File: src/rtl/bf_bus_arbiter.sv
// External memory bus sequencer shared by the core and the host port.
// Two-way round-robin grant, then address phase, wait states, data phase, ack.
module bf_bus_arbiter #(
    parameter int WAIT_CYCLES = 1
) (
    input  logic       clk,
    input  logic       rst_n,
    input  logic       ena,
    input  logic       core_req,
    input  logic       core_we,
    input  logic       core_space,
    input  logic [7:0] core_addr,
    input  logic [7:0] core_wdata,
    output logic       core_ack,
    output logic [7:0] core_rdata,
    input  logic       host_req,
    input  logic       host_we,
    input  logic       host_space,
    input  logic [7:0] host_addr,
    input  logic [7:0] host_wdata,
    output logic       host_ack,
    output logic [7:0] host_rdata,
    input  logic [7:0] bus_din,
    output logic [7:0] bus_dout,
    output logic [7:0] bus_oe,
    output logic       bus_write,
    output logic       bus_addr,
    output logic       bus_instr,
    output logic       busy
);

    typedef enum logic [2:0] {
        IDLE,
        ADDR,
        WAIT,
        DATA,
        DONE
    } state_t;

    localparam bit         HAS_WAIT  = (WAIT_CYCLES > 0);
    localparam logic [3:0] WAIT_LOAD = HAS_WAIT ? 4'(WAIT_CYCLES - 1) : 4'd0;

    state_t     state;
    logic       prio;
    logic       gnt_host;
    logic       lat_we;
    logic       lat_space;
    logic [7:0] lat_addr;
    logic [7:0] lat_wdata;
    logic [3:0] wait_cnt;

    logic       req_any;
    logic       win_host;

    // prio = 1 means the host wins a tie
    always_comb begin
        req_any  = core_req | host_req;
        win_host = host_req & (~core_req | prio);
    end

    always_ff @(posedge clk or negedge rst_n) begin
        if (!rst_n) begin
            state      <= IDLE;
            prio       <= 1'b0;
            gnt_host   <= 1'b0;
            lat_we     <= 1'b0;
            lat_space  <= 1'b0;
            lat_addr   <= 8'h00;
            lat_wdata  <= 8'h00;
            wait_cnt   <= 4'd0;
            core_rdata <= 8'h00;
            host_rdata <= 8'h00;
        end else begin
            unique case (state)
                IDLE: begin
                    if (ena && req_any) begin
                        gnt_host  <= win_host;
                        prio      <= ~win_host;
                        lat_we    <= win_host ? host_we : core_we;
                        lat_space <= win_host ? host_space : core_space;
                        lat_addr  <= win_host ? host_addr : core_addr;
                        lat_wdata <= win_host ? host_wdata : core_wdata;
                        state     <= ADDR;
                    end
                end
                ADDR: begin
                    wait_cnt <= WAIT_LOAD;
                    state    <= HAS_WAIT ? WAIT : DATA;
                end
                WAIT: begin
                    if (wait_cnt == 4'd0) begin
                        state <= DATA;
                    end else begin
                        wait_cnt <= wait_cnt - 4'd1;
                    end
                end
                DATA: begin
                    if (!lat_we) begin
                        if (gnt_host) begin
                            host_rdata <= bus_din;
                        end else begin
                            core_rdata <= bus_din;
                        end
                    end
                    state <= DONE;
                end
                DONE: begin
                    state <= IDLE;
                end
                default: begin
                    state <= IDLE;
                end
            endcase
        end
    end

    // Pins decode only from state and latched fields; no path from req
    always_comb begin
        bus_write = 1'b0;
        bus_addr  = 1'b0;
        bus_instr = 1'b0;
        bus_dout  = 8'h00;
        core_ack  = 1'b0;
        host_ack  = 1'b0;
        unique case (state)
            ADDR: begin
                bus_write = 1'b1;
                bus_addr  = 1'b1;
                bus_instr = lat_space;
                bus_dout  = lat_addr;
            end
            WAIT, DATA: begin
                bus_write = lat_we;
                bus_dout  = lat_we ? lat_wdata : 8'h00;
            end
            DONE: begin
                core_ack = ~gnt_host;
                host_ack = gnt_host;
            end
            default: begin
            end
        endcase
    end

    assign bus_oe = {8{bus_write}};
    assign busy   = (state != IDLE);

endmodule
File: config.mk
export PLATFORM = sky130hd
export DESIGN_NAME = bf_bus_arbiter
export DESIGN_NICKNAME = d
export VERILOG_FILES = /design/src/rtl/bf_bus_arbiter.sv
export SDC_FILE = /design/constraint.sdc
export NUM_CORES = 1
export LEC_CHECK = 0
export ABC_AREA = 0
export CAP_MARGIN = 20
export CORE_MARGIN = 4
export CORE_UTILIZATION = 25
export DETAILED_ROUTE_END_ITERATION = 12
export SLEW_MARGIN = 20
export SYNTH_ARGS = -nofsm -noshare
export SYNTH_HDL_FRONTEND = slang
export SYNTH_SLANG_ARGS = --single-unit
export TNS_END_PERCENT = 1
File: constraint.sdc
create_clock -name clk -period 2.1 [get_ports clk]
set_input_delay 0.42 -clock clk [delete_from_list [all_inputs] [get_ports clk]]
set_output_delay 0.42 -clock clk [all_outputs]
set_load 0.05 [all_outputs]
### After elaboration in Yosys (flattened, before gate mapping)

Cells that the tools add are included.

| cells by class | value |
|---|---|
| add/subtract/negate cells | 1 |
| eq/ne operators | 7 |
| multiplexer cells | 16 |
| bitwise logic cells | 7 |
| reductions and logical operators | 11 |

Operators by type and width:

| kind | number |
|---|---|
| $mux 8 | 3 |
| $pmux 8 s2 | 1 |
| $pmux 3 s4 | 1 |
| $pmux 4 s2 | 1 |
| $eq 3x2->1 const B | 2 |
| $mux 1 | 6 |
| $mux 3 | 2 |
| $ne 2x2->1 const B | 3 |
| $reduce_and 2->1 | 3 |
| $reduce_and 3->1 | 2 |
| $logic_not 4->1 | 1 |
| $mux 4 | 1 |
| $not 1->1 | 4 |
| $sub 4x1->4 const B | 1 |
| $eq 3x1->1 const B | 1 |
| $eq 3x3->1 const B | 1 |
| $logic_not 3->1 | 1 |
| $reduce_bool 3->1 | 1 |
| $or 1x1->1 | 2 |
| $pmux 1 s2 | 1 |
| $reduce_bool 2->1 | 1 |
| $reduce_or 2->1 | 1 |
| $and 1x1->1 | 1 |
| $logic_and 1x1->1 | 1 |

| storage, ports and cells | value |
|---|---|
| flip-flop bits (word level) | 43 |
| input bits | 49 |
| output and inout bits | 38 |
| logic and storage cells | 52 |

### Logic depth before layout (Yosys ltp)

Gate-level depths: netlist of run 1.

| logic depth | value |
|---|---|
| depth in word-level cells | 4 |
| mapped depth | 6 |
| gate-level depth less buffers | 5 |

### Worst setup path after synthesis of run 1

OpenSTA, ideal clock, no wires.

| path | value |
|---|---|
| path type | register -> output |
| start | register state[0] |
| end | output core_ack |
| arrival | 2167 ps |
| required time | 1680 ps |
| path slack | -487 ps |
| stages on the path, launching flop included | 3 |
| buffers on the path | 1 |
| cells stage by stage | dfrtp_1 > buf_2 > nor4b_1 |

| between the ends | value |
|---|---|
| longest elaborated chain between the ends | 2 |

Ends and longest elaborated chain:

| element | line | RTL |
|---|---|---|
| from (decl) | 43 | `state_t state;` |
| from (signal assigned) | 88 | `state <= HAS_WAIT ? WAIT : DATA;` |
| $eq 3x3->1 | 125 | `unique case (state)` |
| $mux 1 | 125 |  |
| to (decl) | 14 | `output logic core_ack,` |

No other way between the ends.

### Worst setup path after layout of run 1

| path | value |
|---|---|
| start | register state[1] |
| end | output bus_write |

| between the ends | value |
|---|---|
| longest elaborated chain between the ends | 3 |
| elaborated cells on any way between the ends | 5 |
| those cells by class | 3 x eq/ne; 1 x mux; 1 x reduce/logical |

Ends and longest elaborated chain:

| element | line | RTL |
|---|---|---|
| $eq 3x2->1 | 125 |  |
| $reduce_or 2->1 | 125 |  |
| $pmux 1 s2 * | 125 |  |
| to (decl) | 26 | `output logic bus_write,` |

Every way passes the cells marked *; elsewhere a longest branch is shown, timed or not.

==> summary.txt, run 1 <==
Final layout
  • # diodes: 0
  • Non-filler cells, final: 406
  • Nets: 348
  • Share of post-route cells with drive strength above 1: 0.275
  • Area Overhead vs Synth: 60.6%
  • Design area: 0.00359 mm²

Die
  • Die H: 103 µm
  • Die Footprint: 0.0105 mm²
  • Initial Util: 0.256
  • CORE AREA: 0.00872 mm²
  • Row cnt: 34
  • I/O Pins: 87
  • DIE WIDTH: 103 µm

Synth
  • Register area share after synthesis: 0.482
  • Post-synth ARST share: 1.00
  • Main synth FF type: dfrtp_1
  • Synth Net Count: 261
  • Cells after Synth: 210
  • #FFs+latches synth: 43
  • Cell variety after synth: 35
  • Synth warnings: 0
  • Post-synth EDFFs: 0
  • Synth Cell Area: between 0.002 and 0.0025 mm²
  • Synthesized area per cell: between 10 and 15 µm²

Power
  • Total power: between 6 and 7 mW
  • Clock network fraction of design power: 0.074
  • Comb power frac: 0.709
  • Internal power: roughly 3.6 mW
  • Power per cell area: 1880 mW/mm²
  • Register share of total power: 0.217
  • P_leak: 1.44 nW
  • Peak supply drop: 0.00109 V
  • Psw: 3.11 mW
  • Sw Share: 0.461

Clock tree
  • CTS Buffer Depth: 2
  • Hold-fix buffers, CTS: 0
  • Insertion delay to the later sink of the worst-skew pair: about 0.29 ns
  • CTS HTree Levels: 2
  • CTS tree: done
  • CTS buffer count: 5
  • Root Driver: clkbuf_8
  • CTS clock-pin slew for the worst setup and hold paths: around 0.08 ns
  • Clock sink count: 43

Setup path
  • FF-to-FF Start: state[1]
  • CP dominant cell by count: buf_12
  • Crit path depth: 4
  • Critical Path Slowest Stage Cell: dfrtp_2
  • Reg2reg setup slack: 0.30 ns
  • CP Launch Type: flip-flop
  • Critical path, cell by cell: and3b_2 > or2_4 > buf_12 > buf_12
  • Setup CP Type: flip-flop to primary output
  • Setup crit start: state[1]
  • CP top delay family: simple AND/OR/NAND/NOR gates
  • R2r worst-path depth: 4
  • Critical path arrival: 1.63 ns
  • Critical-path maximum fanout: 7
  • WP buf/inv: 2
  • Critical R2R Capture: core_rdata[3]
  • WP data required: 1.68 ns
  • Worst setup path endpoint: bus_write
  • CP peak stage delay: 0.47 ns
  • Crit end category: primary output

Placement
  • Gp weighted congestion: 0.777
  • Placement Cell Area: roughly 0.0034 mm²
  • DP Worst Slack: 0.207 ns
  • Final HPWL DP: 4.68 mm
  • IO Port Bufs: 86
  • Placed insts: 391

Job
  • Max_cap viols: 0

STA
  • Fmax: 489 MHz
  • Clock Skew: 0.0117 ns
  • Final Critical Period: 2.05 ns
  • RSZ-0062 raised after global routing: no
  • Slew @ Worst Pin: 0.568 ns
  • Setup TNS: 0 ns
  • Setup-failing EPs final: 0
  • Max_slew headroom: 0.622
  • Final Max Slew Viols: 0
  • Post-route setup slack: approximately 0.053 ns
  • Final Cycle Share: 0.975
  • Hold Vio Cnt, Final: 0

Detailed routing
  • Post-route ant nets: 0
  • DR vias: 1951
  • Drt pass-1 iters: 4
  • DRC Markers: 0
  • Total wire length: 6.26 mm
  • Via/cell ratio: 4.81
  • Average wire per standard cell: 15.4 µm
  • DRT iter0 DRCs: 112

GRT
  • Largest net degree at the start of global routing: 44
  • GR Overflow Total: 0
  • Initial antenna violation count: 0
  • Vias in the first global route: 1896
  • Global-route wire length before repair: roughly 9.7 mm
  • Tot GR Track Use: 0.117

Min path
  • Min-Delay Path Class: input pin to asynchronous set/reset pin

Status
  • Status: finished clean
## cell type report
cell class	instances	area (µm²)
Clock buffer	7	76.3
Clock inverter	1	5.00
Fill cell	820	5130
Inverter	5	18.8
Multi-Input combinational cell	136	1020
Sequential cell	43	1080
Tap cell	108	135
Timing Repair Buffer	106	1250
## power groups by stage
stage	clock, mW	sequential, mW	combinational (mW)
3_5_place_dp	0	1.48	4.52
3_3_place_gp	0	1.46	4.49
6_report	0.499	1.47	4.79
2_1_floorplan	0	1.94	2.21
4_1_cts	0.528	1.47	4.54
5_1_grt	0.563	1.51	5.02
## sequential cells by signal (all words and copies together), names as in the netlist
signal      flops
lat_wdata       8
lat_space       1
gnt_host        1
state           3
prio            1
core_rdata      8
host_rdata      8
lat_we          1
lat_addr        8
wait_cnt        4
## worst min path at each step
stage	to	slack (ns)	cells past startpoint
6_report	host_rdata[3]	0.20	2
5_1_grt	host_rdata[3]	0.25	2
4_1_cts	lat_addr[7]	0.21	2
3_5_place_dp	core_rdata[3]	0.49	1
3_3_place_gp	host_rdata[3]	0.49	1
2_1_floorplan	core_rdata[0]	0.12	0
## placed cells by master (no fill, tap or decap), types with 2 or more instances in the layout
master	n
dfrtp_2	2
nand3b_1	19
a22o_1	8
clkdlybuf4s50_1	63
buf_12	24
clkbuf_1	2
and2_1	2
nor3b_1	3
and3b_2	2
nand3_1	2
nor2_1	2
nor3_1	2
dfrtp_1	41
inv_1	5
a31oi_1	18
ha_1	2
nor3b_4	2
buf_4	17
o21ai_0	20
mux2_2	17
a21oi_1	21
clkbuf_8	5
## what timing repair did
action,CTS,global route
gates resized for setup,2,3
setup buffers,0,7
pin swaps,0,2
endpoints found under the setup margin,12,16
cloned,0,0
## through the flow
stage                     hold WS [ns]   util
after floorplan                  0.124      -
after global placement           0.491  0.390
after detailed placement         0.494  0.390
after CTS                        0.215  0.400
after global routing             0.247  0.411
final                            0.204  0.411
## synthesized netlist by cell type, types with 2 or more instances
library cell  instances  share of area
and3b_2               2         0.0090
a31oi_1              18          0.050
a22o_1                8          0.031
clkbuf_1             11          0.018
nand3_1               2         0.0045
o21ai_0              20          0.045
dfrtp_1              43           0.48
buf_6                 2          0.010
ha_1                  2          0.011
nor2_1                2         0.0034
a21oi_1              21          0.047
inv_1                 5         0.0084
nand3b_1             19          0.064
mux2_2               17          0.086
buf_2                 5          0.011
and2_1                2         0.0056
nor3_1                3         0.0067
buf_4                 8          0.027
nor3b_1               4          0.013
## cell families (layout without fill, tap and decap cells)
family,count (synthesis),after routing,synth area share
xor gates and xnor gates,1,1,0.00392
DFF,43,43,0.482
buffers and inverters,31,119,0.0751
muxes,18,18,0.0902
AOI/OAI and AO/OA,72,72,0.191
adders and majority gates,2,2,0.0112
and+or+nand+nor,43,43,0.147
## metal layers
layer  vias up  part of all wire  track usage
li1        940                 -            -
met4         0             0.015       0.0323
met5         -                 0            0
met1       952              0.40        0.148
met3         8             0.060       0.0318
met2        51              0.53        0.198
No activity file was read; power rests on OpenSTA's default activity.
==> inputs of run 2 (changes only) <==
CTS_CLUSTER_DIAMETER = 60   (was not set)
SLEW_MARGIN = not set   (was 20)
==> results of run 2 <==
Same layout as run 1: the final DEF is identical, and so are final timing and power.
==> inputs of run 3 (changes only) <==
CORE_MARGIN = 8   (was 4)
==> summary.txt, run 3 (synthesized netlist as in run 1, its figures left out) <==
Status
  • Status: finished clean

STA
  • Hold Slack: 0.190 ns (-0.0139 ns)
  • Post-route setup slack: 0.0262 ns (-0.0271 ns)
  • Slew @ Worst Pin: 0.552 ns (-0.0154 ns)
  • Fmax: 482 MHz (-1.3%)
  • Setup-failing EPs final: 0 (unchanged)
  • Hold Vio Cnt, Final: 0 (unchanged)
  • Final Cycle Share: 0.988 (+0.0129)
  • Clock Skew: 0.00347 ns (-0.00819 ns)
  • Max_slew headroom: 0.632 (+0.0102)
  • RSZ-0062 raised after global routing: yes
  • Final Max Slew Viols: 0 (unchanged)
  • Final Critical Period: 2.07 ns (+0.0271 ns)

Clock tree
  • Post-CTS setup buffer count: 0 (unchanged)
  • CTS HTree Levels: 2 (unchanged)
  • CTS clock-pin slew for the worst setup and hold paths: 0.08 ns (about the same)
  • Hold-fix buffers, CTS: 0 (unchanged)
  • Clock sink count: 43 (unchanged)
  • CTS buffer count: 5 (unchanged)
  • Root Driver: clkbuf_8
  • Insertion delay to the later sink of the worst-skew pair: 0.29 ns (about the same)
  • CTS Buffer Depth: 2 (unchanged)
  • CTS tree: done

Placement
  • Gp weighted congestion: 0.711 (-8.5%)
  • Placement Cell Area: 0.00340 mm² (unchanged)
  • IO Port Bufs: 86 (unchanged)
  • DP Worst Slack: 0.0899 ns (-0.117 ns)
  • Final HPWL DP: 4.86 mm (+3.8%)

Job
  • Max_cap viols: 0 (unchanged)

Final layout
  • Utilization after layout: 0.408 (-0.00361)
  • Area of the multi-input gates: 0.00101 mm² (-0.62%)
  • Nets: 341 (-2.0%)
  • # diodes: 0 (unchanged)
  • Design area: 0.00354 mm² (-1.4%)
  • Area Overhead vs Synth: 58.4%
  • Fillers: 885 (+7.9%)
  • Sequential Area: 0.00108 mm² (unchanged)
  • Most common cell after layout, fill and taps aside: clkdlybuf4s50_1
  • Share of post-route cells with drive strength above 1: 0.261 (-0.0140)
  • Commonest cells after routing, fill and taps aside: clkdlybuf4s50_1, dfrtp_1, a21oi_1, buf_12, o21ai_0

Detailed routing
  • DRT iter0 DRCs: 66 (-41%)
  • Post-route ant nets: 0 (unchanged)
  • DR vias: 1874 (-3.9%)
  • Average wire per standard cell: 15.6 µm (+1.2%)
  • Total wire length: 6.22 mm (-0.58%)
  • DRC Markers: 0 (unchanged)
  • Via/cell ratio: 4.70 (-2.3%)
  • Drt pass-1 iters: 6 (+2)

Die
  • Die H: 111 µm (+7.8%)
  • CORE AREA: 0.00868 mm² (-0.49%)
  • Die Footprint: 0.0122 mm² (+16%)
  • DIE WIDTH: 111 µm (+7.8%)
  • I/O Pins: 87 (unchanged)
  • Initial Util: 0.257 (+0.00126)
  • Row cnt: 34 (unchanged)

Power
  • Peak supply drop: 0.000746 V (-32%)
  • Total power: 6.70 mW (-0.80%)
  • P_leak: 1.41 nW (-1.8%)
  • Power per cell area: 1890 mW/mm² (+0.57%)

GRT
  • Largest net degree at the start of global routing: 44 (unchanged)
  • Global-route wire length before repair: 10.3 mm (+6.8%)
  • GR Overflow Total: 0 (unchanged)
  • Vias in the first global route: 2015 (+6.3%)
  • Tot GR Track Use: 0.101 (-0.0158)
  • Initial antenna violation count: 0 (unchanged)

Setup path
  • Reg2reg setup slack: 0.41 ns (+0.11 ns)
  • Critical path arrival: 1.65 ns (+0.02 ns)
  • Crit end category: primary output
  • Setup CP Type: flip-flop to primary output
  • Critical R2R Capture: core_rdata[4]
  • R2r worst-path depth: 3 (-1)
  • Critical-path maximum fanout: 11 (+4)
  • CP Launch Type: flip-flop
  • FF-to-FF Start: state[2]
  • WP data required: 1.68 ns (about the same)

Min path
  • Min-Delay Path Class: input pin to asynchronous set/reset pin
-- run 3: cell types whose count changed in the layout (fill, tap and decap cells not counted), sizes merged --
cell | previous run | this run
buf | 43 | 36
bufinv | 0 | 2
clkbuf | 7 | 6
clkinv | 1 | 0
-- run 3: worst max-delay path: stages, from the launching register on --
cell and delay (ns):
dfrtp_2 0.48, and3b_2 0.32, or2_4 0.36, buf_12 0.19
-- run 3: how the worst max path moves through the flow --
| stage | start | endpoint | slack [ns] | cells past startpoint |
|---|---|---|---|---|
| after floorplan | state[2] | bus_dout[0] | -0.13 | 4 |
| after global placement | state[1] | bus_oe[1] | 0.14 | 3 |
| after detailed placement | state[1] | bus_oe[4] | 0.09 | 3 |
| after CTS | state[2] | bus_oe[4] | 0.008 | 3 |
| after global routing | state[1] | bus_dout[6] | -0.03 | 4 |
| final | state[1] | bus_oe[2] | 0.03 | 3 |
-- run 3: timing repair --
item / 4_1_cts / 5_1_grt
pin swaps: 0 / 1
endpoints found under the setup margin: 11 / 17
resized for setup: 2 / 1
-- run 3: metrics by stage --
| step | instances | TNS, ns |
|---|---|---|
| floorplan | 210 | -0.869 |
| global placement | 391 | 0 |
| detailed placement | 391 | 0 |
| CTS | 399 | 0 |
| global route | 399 | -0.335 |
| finish | 399 | 0 |
-- run 3: cell type report --
cell class              instances  share of cell area
inverters                       5             0.00531
clock buffers                   6              0.0205
well taps                     108              0.0382
clock inverters                 2              0.0170
multi-input cells             136               0.286
flip-flops and latches         43               0.305
repair buffers                 99               0.328
-- run 3: layer usage --
layer,vias to the layer above,routed length [µm],global-route usage
met5,-,0,0
met4,0,44,0.0270
met3,4,447,0.0411
met2,52,3170,0.178
met1,894,2560,0.110
li1,924,-,-
-- run 3: power breakdown --
group | internal, mW | switching [mW]
combinational | 1.95 | 2.55
sequential | 1.21 | 0.239
clock | 0.476 | 0.286
